==> config.mk <==
export PLATFORM = sky130hd
export DESIGN_NAME = data_mem_initiator_flat
export DESIGN_NICKNAME = d
export VERILOG_FILES = /design/src/rtl/data_mem_initiator_if.sv /design/src/rtl/data_mem_initiator.sv /design/src/flat_wrapper.sv
export SDC_FILE = /design/constraint.sdc
export NUM_CORES = 1
export LEC_CHECK = 0
export CAP_MARGIN = 20
export CORE_AREA = 3 3 122 124
export CTS_CLUSTER_SIZE = 25
export DETAILED_ROUTE_END_ITERATION = 8
export DIE_AREA = 0 0 125 127
export GPL_ROUTABILITY_DRIVEN = 0
export GPL_TIMING_DRIVEN = 1
export HOLD_SLACK_MARGIN = 0.08
export PLACE_DENSITY = 0.61
export SKIP_LAST_GASP = 1
export SYNTH_ARGS = -nofsm -noshare
export SYNTH_HDL_FRONTEND = slang
export SYNTH_SLANG_ARGS = --single-unit
==> constraint.sdc <==
create_clock -name clk -period 1.8 [get_ports clk]
set_input_delay 0.36 -clock clk [delete_from_list [all_inputs] [get_ports clk]]
set_output_delay 0.36 -clock clk [all_outputs]
set_load 0.01 [all_outputs]
==> src/rtl/data_mem_initiator_if.sv <==
// Pipeline load/store request/response channel plus the data-memory port, bundled for data_mem_initiator.
// master is the initiator's view; slave is the pipeline/memory environment's view.
interface data_mem_initiator_if;
    localparam int unsigned AW = 32;
    localparam int unsigned DW = 32;

    logic          req_valid;
    logic          req_ready;
    logic          req_write;
    logic [2:0]    req_funct3;
    logic [AW-1:0] req_addr;
    logic [DW-1:0] req_wdata;
    logic          rsp_valid;
    logic [DW-1:0] rsp_rdata;
    logic          rsp_err;
    logic [AW-1:0] addr;
    logic [DW-1:0] write_data;
    logic          memread;
    logic          memwrite;
    logic [3:0]    sign_mask;
    logic [DW-1:0] read_data;
    logic          clk_stall;

    modport master (
        input  req_valid, req_write, req_funct3, req_addr, req_wdata, read_data, clk_stall,
        output req_ready, rsp_valid, rsp_rdata, rsp_err, addr, write_data, memread, memwrite, sign_mask
    );

    modport slave (
        output req_valid, req_write, req_funct3, req_addr, req_wdata, read_data, clk_stall,
        input  req_ready, rsp_valid, rsp_rdata, rsp_err, addr, write_data, memread, memwrite, sign_mask
    );
endinterface

==> src/rtl/data_mem_initiator.sv <==
// Load/store initiator: one access in flight, tracks the memory's clk_stall handshake and
// returns exactly one response (load data or error) per accepted request.
module data_mem_initiator #(
    parameter int unsigned TIMEOUT = 15
) (
    input  logic                 clk,
    input  logic                 rst_n,
    data_mem_initiator_if.master bus
);
    localparam int unsigned DW = 32;
    localparam int unsigned CW = $clog2(TIMEOUT + 1);

    typedef enum logic [1:0] {
        IDLE    = 2'd0,
        ISSUE   = 2'd1,
        WAIT_HI = 2'd2,
        WAIT_LO = 2'd3
    } state_e;

    state_e        state_q, state_d;
    logic [CW-1:0] cnt_q, cnt_d;
    logic [DW-1:0] addr_q, addr_d;
    logic [DW-1:0] wdata_q, wdata_d;
    logic [DW-1:0] rdata_q, rdata_d;
    logic [3:0]    mask_q, mask_d;
    logic          store_q, store_d;
    logic          memread_q, memread_d;
    logic          memwrite_q, memwrite_d;
    logic          rsp_valid_q, rsp_valid_d;
    logic          rsp_err_q, rsp_err_d;

    logic          ready_c;
    logic          accept_c;
    logic          illegal_c;
    logic          misaligned_c;
    logic [3:0]    mask_c;

    // Never accept while the memory still reports busy, including right after reset
    assign ready_c  = (state_q == IDLE) && !bus.clk_stall;
    assign accept_c = bus.req_valid && ready_c;

    // funct3 decode into legality and the memory's sign_mask encoding
    always_comb begin
        illegal_c = 1'b0;
        mask_c    = 4'b0000;
        case (bus.req_funct3)
            3'd0:    mask_c = bus.req_write ? 4'b0001 : 4'b1001;
            3'd1:    mask_c = bus.req_write ? 4'b0011 : 4'b1011;
            3'd2:    mask_c = 4'b0111;
            3'd4: begin
                mask_c    = 4'b0001;
                illegal_c = bus.req_write;
            end
            3'd5: begin
                mask_c    = 4'b0011;
                illegal_c = bus.req_write;
            end
            default: illegal_c = 1'b1;
        endcase
    end

    assign misaligned_c = ((bus.req_funct3[1:0] == 2'd1) && bus.req_addr[0]) ||
                          ((bus.req_funct3[1:0] == 2'd2) && (bus.req_addr[1:0] != 2'b00));

    always_comb begin
        state_d     = state_q;
        cnt_d       = cnt_q;
        addr_d      = addr_q;
        wdata_d     = wdata_q;
        mask_d      = mask_q;
        store_d     = store_q;
        rdata_d     = '0;
        memread_d   = 1'b0;
        memwrite_d  = 1'b0;
        rsp_valid_d = 1'b0;
        rsp_err_d   = 1'b0;
        case (state_q)
            IDLE: begin
                if (accept_c) begin
                    cnt_d = '0;
                    if (illegal_c || misaligned_c) begin
                        rsp_valid_d = 1'b1;
                        rsp_err_d   = 1'b1;
                    end else begin
                        addr_d     = bus.req_addr;
                        wdata_d    = bus.req_wdata;
                        mask_d     = mask_c;
                        store_d    = bus.req_write;
                        memread_d  = !bus.req_write;
                        memwrite_d = bus.req_write;
                        state_d    = ISSUE;
                    end
                end
            end
            ISSUE: state_d = WAIT_HI;
            WAIT_HI, WAIT_LO: begin
                cnt_d = cnt_q + CW'(1);
                // A completing handshake wins over a timeout landing on the same edge
                if ((state_q == WAIT_LO) && !bus.clk_stall) begin
                    rsp_valid_d = 1'b1;
                    rdata_d     = store_q ? '0 : bus.read_data;
                    state_d     = IDLE;
                end else if (cnt_d == CW'(TIMEOUT)) begin
                    rsp_valid_d = 1'b1;
                    rsp_err_d   = 1'b1;
                    state_d     = IDLE;
                end else if ((state_q == WAIT_HI) && bus.clk_stall) begin
                    state_d = WAIT_LO;
                end
            end
            default: state_d = IDLE;
        endcase
    end

    always_ff @(posedge clk or negedge rst_n) begin
        if (!rst_n) begin
            state_q     <= IDLE;
            cnt_q       <= '0;
            addr_q      <= '0;
            wdata_q     <= '0;
            rdata_q     <= '0;
            mask_q      <= '0;
            store_q     <= 1'b0;
            memread_q   <= 1'b0;
            memwrite_q  <= 1'b0;
            rsp_valid_q <= 1'b0;
            rsp_err_q   <= 1'b0;
        end else begin
            state_q     <= state_d;
            cnt_q       <= cnt_d;
            addr_q      <= addr_d;
            wdata_q     <= wdata_d;
            rdata_q     <= rdata_d;
            mask_q      <= mask_d;
            store_q     <= store_d;
            memread_q   <= memread_d;
            memwrite_q  <= memwrite_d;
            rsp_valid_q <= rsp_valid_d;
            rsp_err_q   <= rsp_err_d;
        end
    end

    assign bus.req_ready  = ready_c;
    assign bus.rsp_valid  = rsp_valid_q;
    assign bus.rsp_rdata  = rdata_q;
    assign bus.rsp_err    = rsp_err_q;
    assign bus.addr       = addr_q;
    assign bus.write_data = wdata_q;
    assign bus.memread    = memread_q;
    assign bus.memwrite   = memwrite_q;
    assign bus.sign_mask  = mask_q;
endmodule

==> src/flat_wrapper.sv <==
// flat-port wrapper written by rule: the top's interface ports become plain ports
module data_mem_initiator_flat 
#(
    parameter int unsigned TIMEOUT = 15
)
  (clk, rst_n, bus_req_valid, bus_req_write, bus_req_funct3, bus_req_addr, bus_req_wdata, bus_read_data, bus_clk_stall, bus_req_ready, bus_rsp_valid, bus_rsp_rdata, bus_rsp_err, bus_addr, bus_write_data, bus_memread, bus_memwrite, bus_sign_mask);
  data_mem_initiator_if bus_i ();
  input  logic clk;
  input  logic rst_n;
  input wire logic [$bits(bus_i.req_valid)-1:0] bus_req_valid;
  input wire logic [$bits(bus_i.req_write)-1:0] bus_req_write;
  input wire logic [$bits(bus_i.req_funct3)-1:0] bus_req_funct3;
  input wire logic [$bits(bus_i.req_addr)-1:0] bus_req_addr;
  input wire logic [$bits(bus_i.req_wdata)-1:0] bus_req_wdata;
  input wire logic [$bits(bus_i.read_data)-1:0] bus_read_data;
  input wire logic [$bits(bus_i.clk_stall)-1:0] bus_clk_stall;
  output wire logic [$bits(bus_i.req_ready)-1:0] bus_req_ready;
  output wire logic [$bits(bus_i.rsp_valid)-1:0] bus_rsp_valid;
  output wire logic [$bits(bus_i.rsp_rdata)-1:0] bus_rsp_rdata;
  output wire logic [$bits(bus_i.rsp_err)-1:0] bus_rsp_err;
  output wire logic [$bits(bus_i.addr)-1:0] bus_addr;
  output wire logic [$bits(bus_i.write_data)-1:0] bus_write_data;
  output wire logic [$bits(bus_i.memread)-1:0] bus_memread;
  output wire logic [$bits(bus_i.memwrite)-1:0] bus_memwrite;
  output wire logic [$bits(bus_i.sign_mask)-1:0] bus_sign_mask;
  assign bus_i.req_valid = bus_req_valid;
  assign bus_i.req_write = bus_req_write;
  assign bus_i.req_funct3 = bus_req_funct3;
  assign bus_i.req_addr = bus_req_addr;
  assign bus_i.req_wdata = bus_req_wdata;
  assign bus_i.read_data = bus_read_data;
  assign bus_i.clk_stall = bus_clk_stall;
  assign bus_req_ready = bus_i.req_ready;
  assign bus_rsp_valid = bus_i.rsp_valid;
  assign bus_rsp_rdata = bus_i.rsp_rdata;
  assign bus_rsp_err = bus_i.rsp_err;
  assign bus_addr = bus_i.addr;
  assign bus_write_data = bus_i.write_data;
  assign bus_memread = bus_i.memread;
  assign bus_memwrite = bus_i.memwrite;
  assign bus_sign_mask = bus_i.sign_mask;
  data_mem_initiator #(.TIMEOUT(TIMEOUT)) u_core (.clk(clk), .rst_n(rst_n), .bus(bus_i));
endmodule
==> impl_metrics.py, run 1 <==
metrics = {
    "run_status": {
        "outcome": "complete, no violations",
    },
    "placement": {
        "dp.final_hpwl_um": 8112,
        "place.port_buffers": 208,
        "place.detailed.instances": 665,
        "dpl_cell_area_sq_um": 6618,
        "post-place-ws_ns": -0.3399,
    },
    "route": {
        "drtPass1Iterations": 4,
        "wire_per_inst_um": 17.06,
        "drt_drc_violations_left": 0,
        "drt-vias-per-instance": 4.401,
        "totalWireLength_um": 11840,
        "postRouteAntennaNets": 0,
        "route.vias.total": 3054,
        "number_of_violations_reported_at_the_end_of_detailed_routing_iteration_0": 86,
    },
    "critical_path": {
        "crit_fanout": 7,
        "slowest_stage": "dfrtp_2",
        "timing.critical_path.required_ns": 2.03,
        "critPathLaunchType": "register",
        "timing_worst_setup_path_type": "reg2reg",
        "slowest_delay_ns": 0.44,
        "arrival_worst_endpoint_ns": 1.98,
        "setup.worst_path.end_class": "register",
        "crit_path_cell_trace": "nor4b_4, o21a_4, buf_8, clkbuf_16, mux2_2",
    },
    "floorplanning": {
        "area_of_the_die_sq_um": 15880,
        "die_height_um": 127,
        "core_area_sq_um": 13880,
        "chipWidth_um": 125,
        "io_pins": 209,
        "initial_util_pct": 30.09,
        "number_of_cell_rows": 43,
    },
    "timing": {
        "achievable-frequency_mhz": 569.5,
        "grt_setup_unrepaired": "true",
        "timing_max_transition_violations_final": 0,
        "largest_clock_skew_in_the_final_design_ns": 0.006038,
        "hold_slack_ns": 0.3959,
        "fraction_of_the_cycle_the_final_worst_path_needs_pct": 97.55,
        "worst_slack_ns": 0.04405,
        "final_min_period_ns": 1.756,
        "setup_viol": 0,
        "hold_viol_final": 0,
        "worstMarginPinSlew_ns": 0.3859,
        "max-slew-margin-rel_pct": 74.27,
    },
    "clock_network": {
        "clock_latency_reported_for_the_late_side_of_the_worst_skew_pair_ns": 0.34,
        "htreeDepth": 3,
        "clkSlewWorstSetupHoldPaths_ns": 0.07,
        "numCtsBuffers": 9,
        "cts-root-to-sink-buffers": 2,
        "number_of_clock_sinks": 111,
        "tritoncts": "yes",
        "clock-root-buffer": "clkbuf_16",
    },
    "cells_and_area": {
        "area_delta_synth_final_pct": 72.11,
        "layoutNonFillerInstCount": 694,
        "nets": 614,
        "layout-drive-gt1-share_pct": 19.14,
        "finalInstanceArea_sq_um": 7188,
        "fill_cells": 1190,
    },
    "power_and_ir_drop": {
        "total_power_w": 0.009509,
        "max-vdd-ir-drop_uv": 603.2,
        "power_density_nw_per_um2": 1323,
        "power.leakage_nw": 3.186,
    },
    "synthesis": {
        "synth-seq-area-share_pct": 66.51,
        "netlist_instances": 268,
        "postSynthRegisterBits": 111,
        "synthesis.nets": 374,
        "synthesis.area_per_instance_sq_um": 15.58,
        "syn_area_sq_um": 4177,
        "synth.lib_cells_used.distinct": 40,
        "synth-warning-count": 0,
    },
    "global_route": {
        "gr-max-usage-layer": "met2",
        "grt_max_degree": 45,
        "grt.overflow.total": 0,
        "globalRouteMet3Util_pct": 6.480,
        "number_of_antenna_violations_at_the_first_check_in_global_routing": 3,
        "met1_usage_pct": 16.42,
        "globalRouteMet2Util_pct": 23.03,
        "grt_pass1_vias": 3363,
        "grt.total_usage_pct": 14.19,
        "grt_pass1_wl_um": 17820,
    },
    "run": {
        "cap_violations": 0,
    },
    "worst_hold_path": {
        "holdCritPathClass": "in2reg",
    },
}
## critical path, delay by kind of cell, from the launching register on
kind | cells | cell delay (ns)
compound gates | 1 | 0.23
mux | 1 | 0.33
simple gates | 1 | 0.34
flops | 1 | 0.44
buf+inv | 2 | 0.31
## layer usage
| layer | vias up | wire [um] | share of wire (%) |
|---|---|---|---|
| met4 | 2 | 240 | 2.0 |
| li1 | 1414 | - | - |
| met1 | 1474 | 4705 | 40 |
| met3 | 15 | 1261 | 11 |
| met2 | 149 | 5617 | 47 |
| met5 | - | 13 | 0.11 |
## cells in the final DEF, fill, tap and decap left out, types with 3 or more instances in the layout
cell             Yosys  final
mux2_2              38     29
mux2_1              27     18
clkbuf_16            0     13
mux2_4               0     18
mux2i_1              4      4
clkdlybuf4s50_1      0    201
inv_1                4      4
nor3_1               3      3
buf_12               0      8
nand2_1              3      3
buf_4                3     18
dfrtp_2              0      3
dfrtp_1            111    108
dlymetal6s2s_1       0      5
and2_1              33     33
clkbuf_1             4      4
## final timing paths
check,start,endpoint,slack (ns),cells past startpoint
setup / recovery,u_core.state_q[0],u_core.bus.sign_mask[3],0.04,5
hold / removal,bus_req_write,u_core.bus.memread,0.40,3
setup reg to reg,u_core.state_q[0],u_core.bus.sign_mask[3],0.04,5
hold reg to reg,u_core.bus.sign_mask[0],u_core.bus.sign_mask[0],0.48,1
max in group asynchronous,rst_n,u_core.cnt_q[1],0.72,3
min in group asynchronous,rst_n,u_core.bus.write_data[25],0.49,2
## cells in the mapped netlist
master	count	area share, %
xnor2_1	1	0.21
a21oi_1	1	0.12
inv_1	4	0.36
a21o_1	1	0.18
ha_1	2	0.60
nor3_1	3	0.36
o21ai_0	1	0.12
mux2_1	27	7.3
nor4b_4	1	0.57
nor2_1	2	0.18
or4_1	1	0.18
a41o_1	1	0.24
a22o_1	1	0.21
nand2_1	3	0.27
nor3b_1	1	0.18
xor2_1	1	0.21
clkbuf_1	4	0.36
dfrtp_1	111	67
mux2_2	38	10
nand3b_1	1	0.18
a21boi_0	2	0.36
o32ai_1	1	0.21
o311ai_0	1	0.21
nand2b_1	1	0.15
nor2b_1	1	0.15
mux2i_1	4	0.96
o21a_2	1	0.21
o2111ai_1	1	0.21
o211a_1	1	0.24
and2_1	33	4.9
nand3_1	2	0.24
and4_1	1	0.21
a221oi_2	1	0.36
or4b_2	1	0.24
buf_4	3	0.54
and3b_1	1	0.21
buf_6	4	1.1
a32o_1	2	0.48
a31oi_1	1	0.15
nor4_2	1	0.30
## registers in the layout, indices dropped and copies added (netlist names)
register and cells:
u_core.bus.memwrite 1, u_core.state_q 2, u_core.bus.write_data 32, u_core.bus.sign_mask 4, u_core.bus.rsp_valid 1, u_core.bus.memread 1
u_core.store_q 1, u_core.bus.addr 32, u_core.cnt_q 4, u_core.bus.rsp_rdata 32, u_core.bus.rsp_err 1
## power breakdown
| part | internal, W | total (W) | switching, W |
|---|---|---|---|
| Clock | 0.000971 | 0.00181 | 0.000844 |
| Sequential | 0.00339 | 0.00390 | 0.000511 |
| Combinational | 0.00245 | 0.00379 | 0.00134 |
## kinds of logic (layout without fill, tap and decap cells)
group,Yosys count,in the layout,synth area share [%]
adder cells (fa/ha/maj),2,2,0.5991
AND/OR/NAND/NOR,53,53,8.359
AO/OA/AOI/OAI,16,16,3.295
multiplexers,69,69,18.48
flip-flops,111,111,66.51
other,0,2,0
buffers and inverters,15,259,2.336
XOR/XNOR,2,2,0.4195
## per-stage QoR
stage	setup TNS (ns)	utilization [%]
5_1_grt	-1.221	51.77
3_3_place_gp	-21.44	47.67
3_5_place_dp	-22.71	47.67
6_report	0	51.78
2_1_floorplan	0	-
4_1_cts	0	49.60
## what timing repair did
item,in CTS,in global routing
hold endpoints to repair,25,0
buffers inserted,0,6
pin swaps,0,3
hold buffers,1,0
cloned,0,5
gates resized for setup,1,34
setup endpoints to repair,1,63
## layout make-up
class,count,area [sq um],share of cell area (%)
Timing Repair Buffer,240,2519,35.04
Multi-Input combinational cell,142,1384,19.25
Tap cell,180,225.2,3.133
Antenna cell,2,5.005,0.06963
Sequential cell,111,2781,38.69
Clock buffer,14,254.0,3.534
Clock inverter,1,5.005,0.06963
Inverter,4,15.01,0.2089
Power figures use the tool's default switching activity.
==> run 2: changes to the inputs <==
- clock period: 1.8 -> 1.6 ns (I/O delays scaled with it)
==> impl_metrics.py, run 2 (synthesized netlist as in run 1, its figures left out) <==
metrics = {
    "power_and_ir_drop": {
        "total_power_w": 0.01146,
        "power_density_nw_per_um2": 1517,
        "power.leakage_nw": 3.707,
        "max-vdd-ir-drop_uv": 466.8,
    },
    "cells_and_area": {
        "layout-drive-gt1-share_pct": 25.62,
        "layoutNonFillerInstCount": 703,
        "fill_cells": 1182,
        "layout.cells.most_common_list": "clkdlybuf4s50_1, dfrtp_1, mux2_4",
        "area_delta_synth_final_pct": 80.95,
        "post_layout_util_pct": 54.44,
        "nets": 625,
        "layout_commonest_cell": "clkdlybuf4s50_1",
        "antenna_cells": 0,
    },
    "clock_network": {
        "cts-root-to-sink-buffers": 2,
        "htreeDepth": 3,
        "tritoncts": "yes",
        "clock_latency_reported_for_the_late_side_of_the_worst_skew_pair_ns": 0.35,
        "number_of_clock_sinks": 111,
        "numCtsBuffers": 9,
        "clock-root-buffer": "clkbuf_16",
        "clkSlewWorstSetupHoldPaths_ns": 0.07,
    },
    "timing": {
        "setup_viol": 66,
        "fraction_of_the_cycle_the_final_worst_path_needs_pct": 110.1,
        "grt_setup_unrepaired": "true",
        "timing_max_transition_violations_final": 0,
        "achievable-frequency_mhz": 567.5,
        "worst_slack_ns": -0.1621,
        "final_min_period_ns": 1.762,
        "largest_clock_skew_in_the_final_design_ns": 0.008852,
        "worstMarginPinSlew_ns": 0.3522,
        "max-slew-margin-rel_pct": 76.31,
        "hold_viol_final": 0,
    },
    "route": {
        "drt_drc_violations_left": 0,
        "drt-vias-per-instance": 4.438,
        "postRouteAntennaNets": 0,
        "wire_per_inst_um": 17.43,
        "route.vias.total": 3120,
        "drtPass1Iterations": 4,
        "totalWireLength_um": 12250,
        "number_of_violations_reported_at_the_end_of_detailed_routing_iteration_0": 89,
    },
    "placement": {
        "place.port_buffers": 208,
        "place.detailed.instances": 672,
        "dp.final_hpwl_um": 8529,
        "post-place-ws_ns": -0.5560,
    },
    "global_route": {
        "number_of_antenna_violations_at_the_first_check_in_global_routing": 1,
        "grt_max_degree": 34,
        "grt.total_usage_pct": 14.42,
        "grt_pass1_wl_um": 17860,
        "grt_pass1_vias": 3378,
        "grt.overflow.total": 0,
    },
    "critical_path": {
        "slowest_stage": "dfrtp_1",
        "crit_path_cell_trace": "nor4b_4, o21a_4, buf_12, clkbuf_16, mux2_4",
        "crit_fanout": 8,
        "worstRegToRegCells": 5,
        "setup.worst_path.end_class": "register",
        "slowest_delay_ns": 0.42,
        "critPathLaunchType": "register",
        "timing.critical_path.max_delay_family": "flip-flops",
        "worst-r2r-setup-slack_ns": -0.16,
        "timing_worst_setup_path_type": "reg2reg",
        "r2r-end": "u_core.bus.addr[24]",
        "critical_path.n_buffers_inverters": 2,
        "timing.critical_path.required_ns": 1.82,
        "arrival_worst_endpoint_ns": 1.99,
        "startpoint": "u_core.state_q[1]",
        "reg2reg_from": "u_core.state_q[1]",
    },
    "floorplanning": {
        "number_of_cell_rows": 43,
        "initial_util_pct": 30.09,
        "io_pins": 209,
        "chipWidth_um": 125,
        "core_area_sq_um": 13880,
        "die_height_um": 127,
        "area_of_the_die_sq_um": 15880,
    },
    "worst_hold_path": {
        "endpoint_of_the_worst_hold_path": "u_core.bus.addr[0]",
        "worst_hold_startpoint": "bus_req_addr[0]",
        "holdCritPathClass": "in2reg",
        "worstHoldPathCells": 2,
    },
    "run_status": {
        "outcome": "finished with violations",
        "violations_in_the_final_reports": "negative setup slack",
    },
    "run": {
        "cap_violations": 0,
    },
}
==> run 2: layer usage <==
| layer | up-vias | wire length [um] | global-route usage [%] |
|---|---|---|---|
| li1 | 1435 | - | - |
| met1 | 1510 | 4848 | 17.37 |
| met2 | 157 | 5878 | 22.75 |
| met3 | 16 | 1319 | 6.731 |
| met4 | 2 | 190 | 5.357 |
| met5 | - | 13 | 0 |
==> run 2: final cells by class <==
class	instances	area, sq um	area share (%)
timing repair buffer	251	2674	35.38
sequential	111	2778	36.75
inverter	4	15.01	0.1987
clock inverter	3	65.06	0.8609
multi-input combinational	142	1534	20.30
clock buffer	12	266.5	3.526
tap	180	225.2	2.980
==> run 2: through the flow <==
step / hold slack (ns) / setup TNS (ns) / area [sq um]
6_report: 0.4193 / -8.345 / 7557
5_1_grt: 0.4188 / -11.16 / 7557
4_1_cts: 0.4471 / -8.222 / 7057
3_5_place_dp: 0.2593 / -47.56 / 6664
3_3_place_gp: 0.2510 / -44.19 / 6664
2_1_floorplan: 0.02441 / -2.614 / 4177
==> run 2: worst max path at each step <==
stage | end | cells past startpoint | slack, ns
finish | u_core.bus.addr[24] | 5 | -0.16
global route | u_core.bus.addr[24] | 5 | -0.20
CTS | u_core.bus.addr[6] | 4 | -0.16
detailed placement | u_core.bus.addr[21] | 5 | -0.56
global placement | u_core.bus.write_data[7] | 5 | -0.51
floorplan | u_core.bus.addr[11] | 5 | -0.1
==> run 2: report_power, final <==
part / switching (W) / internal, W
Combinational: 0.00165 / 0.00300
Sequential: 0.000549 / 0.00381
Clock: 0.000968 / 0.00149
Total: 0.00316 / 0.00830
==> run 2: what timing repair did <==
| action | in CTS | in global routing |
|---|---|---|
| buffers inserted | 1 | 10 |
| setup endpoints to repair | 79 | 127 |
| cloned | 1 | 4 |
| resized for setup | 17 | 97 |
| pin swaps | 2 | 4 |
| endpoints found under the hold margin | 21 | 0 |
| hold buffers | 1 | 0 |
